## src/rtl/hand_packet_deframer.sv

```systemverilog
// rtl/hand_packet_deframer.sv - rebuilds two 12-bit (x,y) hand coordinates from a 0xFF-preambled UART byte stream
// Optional range rejection of committed frames: HAND_DEFRAMER_RANGE_CHECK_EN
module hand_packet_deframer #(
  parameter int SYNC_COUNT     = 3,
  parameter int TIMEOUT_CYCLES = 20000,
  parameter int MAX_X          = 1023,
  parameter int MAX_Y          = 767
) (
  input  logic        clk_in,
  input  logic        rst_in,
  input  logic        byte_valid_in,
  input  logic [7:0]  byte_in,
  output logic [11:0] hand_x_top_out,
  output logic [11:0] hand_y_top_out,
  output logic [11:0] hand_x_bot_out,
  output logic [11:0] hand_y_bot_out,
  output logic        coords_valid_out,
  output logic        synced_out,
  output logic [15:0] frame_count_out,
  output logic [7:0]  error_count_out
);

  localparam int SW = $clog2(SYNC_COUNT + 1);
  localparam int TW = $clog2(TIMEOUT_CYCLES + 1);
  localparam logic [SW-1:0] SYNC_FULL = SW'(SYNC_COUNT);
  localparam logic [TW-1:0] IDLE_LAST = TW'(TIMEOUT_CYCLES - 1);

  typedef enum logic {HUNT = 1'b0, PAYLOAD = 1'b1} state_t;

  state_t        state, state_next;
  logic [SW-1:0] sync_cnt;
  logic [2:0]    idx;
  logic [TW-1:0] idle_cnt;
  logic [7:0]    shadow [0:4];
  logic [11:0]   cand_xt, cand_yt, cand_xb, cand_yb;
  logic          is_sync_byte, arm, frame_done, timeout, range_ok;

  // b5 is consumed straight from the bus so the commit lands on the edge that samples it
  assign cand_xt = {shadow[0], shadow[2][7:4]};
  assign cand_yt = {shadow[2][3:0], shadow[1]};
  assign cand_xb = {shadow[3], byte_in[7:4]};
  assign cand_yb = {byte_in[3:0], shadow[4]};

  assign is_sync_byte = (byte_in == 8'hFF);
  assign arm = (state == HUNT) && byte_valid_in && !is_sync_byte && (sync_cnt == SYNC_FULL);

`ifdef HAND_DEFRAMER_RANGE_CHECK_EN
  localparam logic [11:0] MAX_X_L = 12'(MAX_X);
  localparam logic [11:0] MAX_Y_L = 12'(MAX_Y);
  assign range_ok = (cand_xt <= MAX_X_L) && (cand_xb <= MAX_X_L) &&
                    (cand_yt <= MAX_Y_L) && (cand_yb <= MAX_Y_L);
`else
  // limits are irrelevant without range checking; the expression is constant true
  assign range_ok = (MAX_X >= 0) || (MAX_Y >= 0);
`endif

  always_ff @(posedge clk_in or posedge rst_in) begin
    if (rst_in) state <= HUNT;
    else        state <= state_next;
  end

  always_comb begin
    state_next = state;
    frame_done = 1'b0;
    timeout    = 1'b0;
    case (state)
      HUNT: begin
        if (arm) state_next = PAYLOAD;
      end
      PAYLOAD: begin
        // an arriving byte always beats an expiring idle counter
        if (byte_valid_in) begin
          if (idx == 3'd5) begin
            state_next = HUNT;
            frame_done = 1'b1;
          end
        end else if (idle_cnt == IDLE_LAST) begin
          state_next = HUNT;
          timeout    = 1'b1;
        end
      end
      default: state_next = HUNT;
    endcase
  end

  always_comb begin
    synced_out = (state == PAYLOAD);
  end

  always_ff @(posedge clk_in or posedge rst_in) begin
    if (rst_in) begin
      sync_cnt         <= '0;
      idx              <= '0;
      idle_cnt         <= '0;
      for (int i = 0; i < 5; i++) shadow[i] <= '0;
      hand_x_top_out   <= '0;
      hand_y_top_out   <= '0;
      hand_x_bot_out   <= '0;
      hand_y_bot_out   <= '0;
      coords_valid_out <= 1'b0;
      frame_count_out  <= '0;
      error_count_out  <= '0;
    end else begin
      coords_valid_out <= 1'b0;
      if (state == HUNT) begin
        idle_cnt <= '0;
        if (byte_valid_in) begin
          if (is_sync_byte) begin
            if (sync_cnt != SYNC_FULL) sync_cnt <= sync_cnt + 1'b1;
          end else begin
            sync_cnt <= '0;
            if (arm) begin
              shadow[0] <= byte_in;
              idx       <= 3'd1;
            end
          end
        end
      end else begin
        sync_cnt <= '0;
        if (byte_valid_in) begin
          idle_cnt <= '0;
          if (idx != 3'd5) begin
            shadow[idx] <= byte_in;
            idx         <= idx + 1'b1;
          end
        end else if (!timeout) begin
          idle_cnt <= idle_cnt + 1'b1;
        end else begin
          idle_cnt <= '0;
        end
      end

      if (frame_done && range_ok) begin
        hand_x_top_out   <= cand_xt;
        hand_y_top_out   <= cand_yt;
        hand_x_bot_out   <= cand_xb;
        hand_y_bot_out   <= cand_yb;
        coords_valid_out <= 1'b1;
        frame_count_out  <= frame_count_out + 1'b1;
      end

      if ((timeout || (frame_done && !range_ok)) && (error_count_out != 8'hFF))
        error_count_out <= error_count_out + 1'b1;
    end
  end

endmodule

```

## config.mk

```make
export PLATFORM = sky130hd
export DESIGN_NAME = hand_packet_deframer
export DESIGN_NICKNAME = d
export VERILOG_FILES = /design/src/rtl/hand_packet_deframer.sv
export SDC_FILE = /design/constraint.sdc
export NUM_CORES = 1
export LEC_CHECK = 0
export CAP_MARGIN = 20
export CORE_MARGIN = 8
export CORE_UTILIZATION = 60
export CTS_BUF_LIST = sky130_fd_sc_hd__clkbuf_8
export CTS_CLUSTER_SIZE = 16
export DETAILED_ROUTE_END_ITERATION = 8
export MAX_ROUTING_LAYER = met4
export PLACE_DENSITY_LB_ADDON = 0.12
export SLEW_MARGIN = 20
export SYNTH_ARGS = -nofsm -noshare
export SYNTH_HDL_FRONTEND = slang
export SYNTH_SLANG_ARGS = --single-unit
```

## constraint.sdc

```tcl
create_clock -name clk_in -period 8.7 [get_ports clk_in]
set_input_delay 1.74 -clock clk_in [delete_from_list [all_inputs] [get_ports clk_in]]
set_output_delay 1.74 -clock clk_in [all_outputs]
set_load 0.005 [all_outputs]
```

==> flow_metrics.env <==
export IMPL_setup_viol=0
export IMPL_final_max_slew_viols=0
export IMPL_synth_simple_area_share_pct=19.8
export IMPL_cts_buffer_depth=2
export IMPL_worst_path_max_delay_cell="nand4_4"
export IMPL_synth_mux_area_fraction_pct=8.55
export IMPL_core_area_sq_mm=0.00920
export IMPL_ctsHtreeMaxLevel=4
export IMPL_setup_tns_ns=0
export IMPL_post_synth_inst_count=512
export IMPL_globalplace_congestion=0.793
export IMPL_worst_setup_hold_path_clk_slew_ns=0.08
export IMPL_critical_path_cell_chain="clkdlybuf4s50_1 -> nand4_4 -> nor4_1 -> nand4_1 -> xnor2_1"
export IMPL_layout_commonest_cell="nand2_1"
export IMPL_mostFrequentLayoutCells="nand2_1 (158), dfrtp_1 (134), clkdlybuf4s50_1 (84)"
export IMPL_reg2reg_from="idx[1]"
export IMPL_critical_path_top_delay_family="simple AND/OR/NAND/NOR gates"
export IMPL_grt_antenna_before_repair=0
export IMPL_post_cts_resized=0
export IMPL_synth_compound_gate_area_share_pct=2.71
export IMPL_detailroute_via_count=3949
export IMPL_timing_critical_path_to="frame_count_out[13]"
export IMPL_p_leak_nw=3.42
export IMPL_final_hold_viol_count=0
export IMPL_wl_per_cell_microns=16.7
export IMPL_nets=615
export IMPL_rows=35
export IMPL_numPortBuffers=84
export IMPL_timing_worst_slew_pin_value_ns=0.899
export IMPL_reg2reg_setup_slack_ns=5.94
export IMPL_syn_cell_area_sq_mm=0.00564
export IMPL_clock_tree_root_cell="clkbuf_8"
export IMPL_timing_critical_path_fanout_max=63
export IMPL_detail_route_iter0_violations=223
export IMPL_worst_r2r_endpoint="frame_count_out[13]"
export IMPL_worst_endpoint_required_ns=9.01
export IMPL_cp_data_arrival_time_ns=4.19
export IMPL_clock_skew_ns=0.0118
export IMPL_clock_sinks=134
export IMPL_share_of_post_route_cells_with_drive_strength_above_1_pct=12.8
export IMPL_critical_path_n_buffers_inverters=1
export IMPL_r2r_cells=6
export IMPL_initial_core_util_pct=61.3
export IMPL_timing_hold_worst_class="flop to flop"
export IMPL_post_cts_setup_buffers=0
export IMPL_drc_errors=0
export IMPL_fp_dieW_microns=113
export IMPL_die_h_microns=113
export IMPL_run_status="finished, final reports clean"
export IMPL_rsz0062_at_grt="false"
export IMPL_finalNonFillerCells=722
export IMPL_cts_tree="yes"
export IMPL_syn_num_nets=529
export IMPL_first_global_vias=4010
export IMPL_antenna_violating_nets_post_route=0
export IMPL_critical_path_capture_point_type="flop"
export IMPL_grt_remaining_overflow=0
export IMPL_fp_dieArea_sq_mm=0.0127
export IMPL_crit_path_time_final_ns=3.88
export IMPL_critical_path_class="input port to flop"
export IMPL_grt_util_all_layers_pct=20.2
export IMPL_fillCellCount=618
export IMPL_antenna_cells_inserted=0
export IMPL_cts_inserted_buffers=17
export IMPL_worst_skew_pair_late_latency_ns=0.42
export IMPL_dp_cells=690
export IMPL_finalCritPeriodShare_pct=44.6
export IMPL_irDropWorstVdd_mv=0.109
export IMPL_global_route_wire_length_before_repair_microns=20100
export IMPL_synth_xor_area_share_pct=4.97
export IMPL_syn_mean_instance_area_sq_um=11.0
export IMPL_detailed_place_hpwl_microns=7960
export IMPL_synth_area_in_adders_pct=1.33
export IMPL_holdBufCountCts=0
export IMPL_detail_route_wirelength_microns=12000
export IMPL_setup_worst_path_start="byte_valid_in"
export IMPL_synth_cell_types=41
export IMPL_timing_max_slew_rel_slack_pct=39.9
export IMPL_layout_area_overhead_vs_synth_pct=23.0
export IMPL_max_freq_mhz=258
export IMPL_postSynthRegisterBits=134
export IMPL_seq_area_frac_synth_pct=59.5
export IMPL_critPathLaunchType="input port"
export IMPL_max_cap_viol_count=0
export IMPL_firstDrtPassIters=5
export IMPL_grt_max_degree=82
export IMPL_multi_input_comb_area_sq_mm=0.00211
export IMPL_max_stage_delay_ns=0.74
export IMPL_ioPinCount=85
export IMPL_seq_area_sq_mm=0.00335
export IMPL_yosysWarnings=0
export IMPL_power_density_mw_per_mm2=170
export IMPL_cp_num_cells=5
export IMPL_synth_top_family_by_area="simple AND/OR/NAND/NOR gates"
export IMPL_vias_per_cell=5.47
export IMPL_report_power_total_w=0.00118
cells by family after synthesis:
kind of cell,Yosys count
AO/OA/AOI/OAI,25
adder cells (fa/ha/maj),6
multiplexers,41
AND/OR/NAND/NOR,239
flip-flops,134
buffers and inverters,35
XOR/XNOR,32
where the power goes:
part | switching (W) | total, W | internal [W]
clock network | 0.000259 | 0.000529 | 0.000271
registers | 0.0000000200 | 0.000622 | 0.000622
logic | 0.0000193 | 0.0000249 | 0.00000562
total | 0.000278 | 0.00118 | 0.000898
per-stage QoR:
step	hold slack [ns]	area (sq um)	worst slack, ns	util [%]
after floorplan	0.433	5640	3.38	-
after global placement	0.446	6520	4.48	70.9
after detailed placement	0.454	6520	4.39	70.9
after CTS	0.473	6930	4.85	75.3
after global routing	0.498	6930	4.68	75.4
final	0.474	6930	4.82	75.4
cell type report:
cell class                      instances  share of cell area [%]
Multi-Input combinational cell        343                    30.4
Sequential cell                       134                    48.4
Inverter                               16                   0.902
Tap cell                              111                    2.00
Timing Repair Buffer                   86                    12.4
Clock inverter                         14                    2.38
Clock buffer                           18                    3.57
how the worst min path moves through the flow:
stage | start | to | slack [ns] | depth (start not counted)
6_report | cand_xb[5] | hand_x_bot_out[5] | 0.47 | 2
4_1_cts | cand_yb[0] | hand_y_bot_out[0] | 0.47 | 2
3_3_place_gp | cand_xt[1] | hand_x_top_out[1] | 0.45 | 2
5_1_grt | cand_yt[10] | hand_y_top_out[10] | 0.50 | 2
2_1_floorplan | cand_xb[10] | hand_x_bot_out[10] | 0.43 | 2
3_5_place_dp | cand_yt[5] | hand_y_top_out[5] | 0.45 | 2
sequential cells by signal, summed over array words and instances, names as in the netlist, 2 cells and up:
register and count:
cand_xb 8, cand_xt 12, cand_yb 8, cand_yt 12, error_count_out 8, frame_count_out 16
hand_x_bot_out 12, hand_x_top_out 12, hand_y_bot_out 12, hand_y_top_out 12, idle_cnt 15, idx 3
sync_cnt 2
Yosys cell counts, drive strengths merged:
| library cell | n | area share (%) |
|---|---|---|
| nor3 | 5 | 0.44 |
| and2 | 1 | 0.11 |
| nand2 | 158 | 11 |
| or2 | 1 | 0.11 |
| and3 | 3 | 0.33 |
| mux2 | 33 | 7.1 |
| and2b | 1 | 0.13 |
| a22oi | 1 | 0.13 |
| or4 | 2 | 0.33 |
| o2bb2ai | 1 | 0.16 |
| o21ai | 16 | 1.4 |
| ha | 6 | 1.3 |
| xor2 | 20 | 3.1 |
| a21oi | 4 | 0.36 |
| nor2 | 20 | 1.3 |
| clkinv | 1 | 0.067 |
| inv | 15 | 1.0 |
| dfrtp | 134 | 60 |
| clkbuf | 7 | 0.64 |
| mux2i | 8 | 1.4 |
| and4bb | 1 | 0.22 |
| xnor2 | 12 | 1.9 |
| buf | 12 | 1.4 |
| nor4 | 7 | 1.4 |
| and4 | 5 | 0.78 |
| o41ai | 1 | 0.29 |
| or3 | 3 | 0.33 |
| nand4 | 12 | 1.9 |
| nand3 | 20 | 1.9 |
| a22o | 1 | 0.16 |
| o2111a | 1 | 0.20 |
worst register-to-register path, cell delays in order (launching register included):
cell and delay (ns):
dfrtp_1 0.46, inv_1 0.16, ha_1 0.27, nand4_4 0.71
nor4_1 0.73, nand4_1 0.18, xnor2_1 0.16
routing by layer:
metal	global-route usage (%)	share of wire (%)	vias up
li1	-	-	1866
met1	25.4	46	1958
met2	31.5	48	110
met3	5.38	5.1	15
met4	5.95	1.2	0
met5	-	0	-
Power figures use the tool's default switching activity.
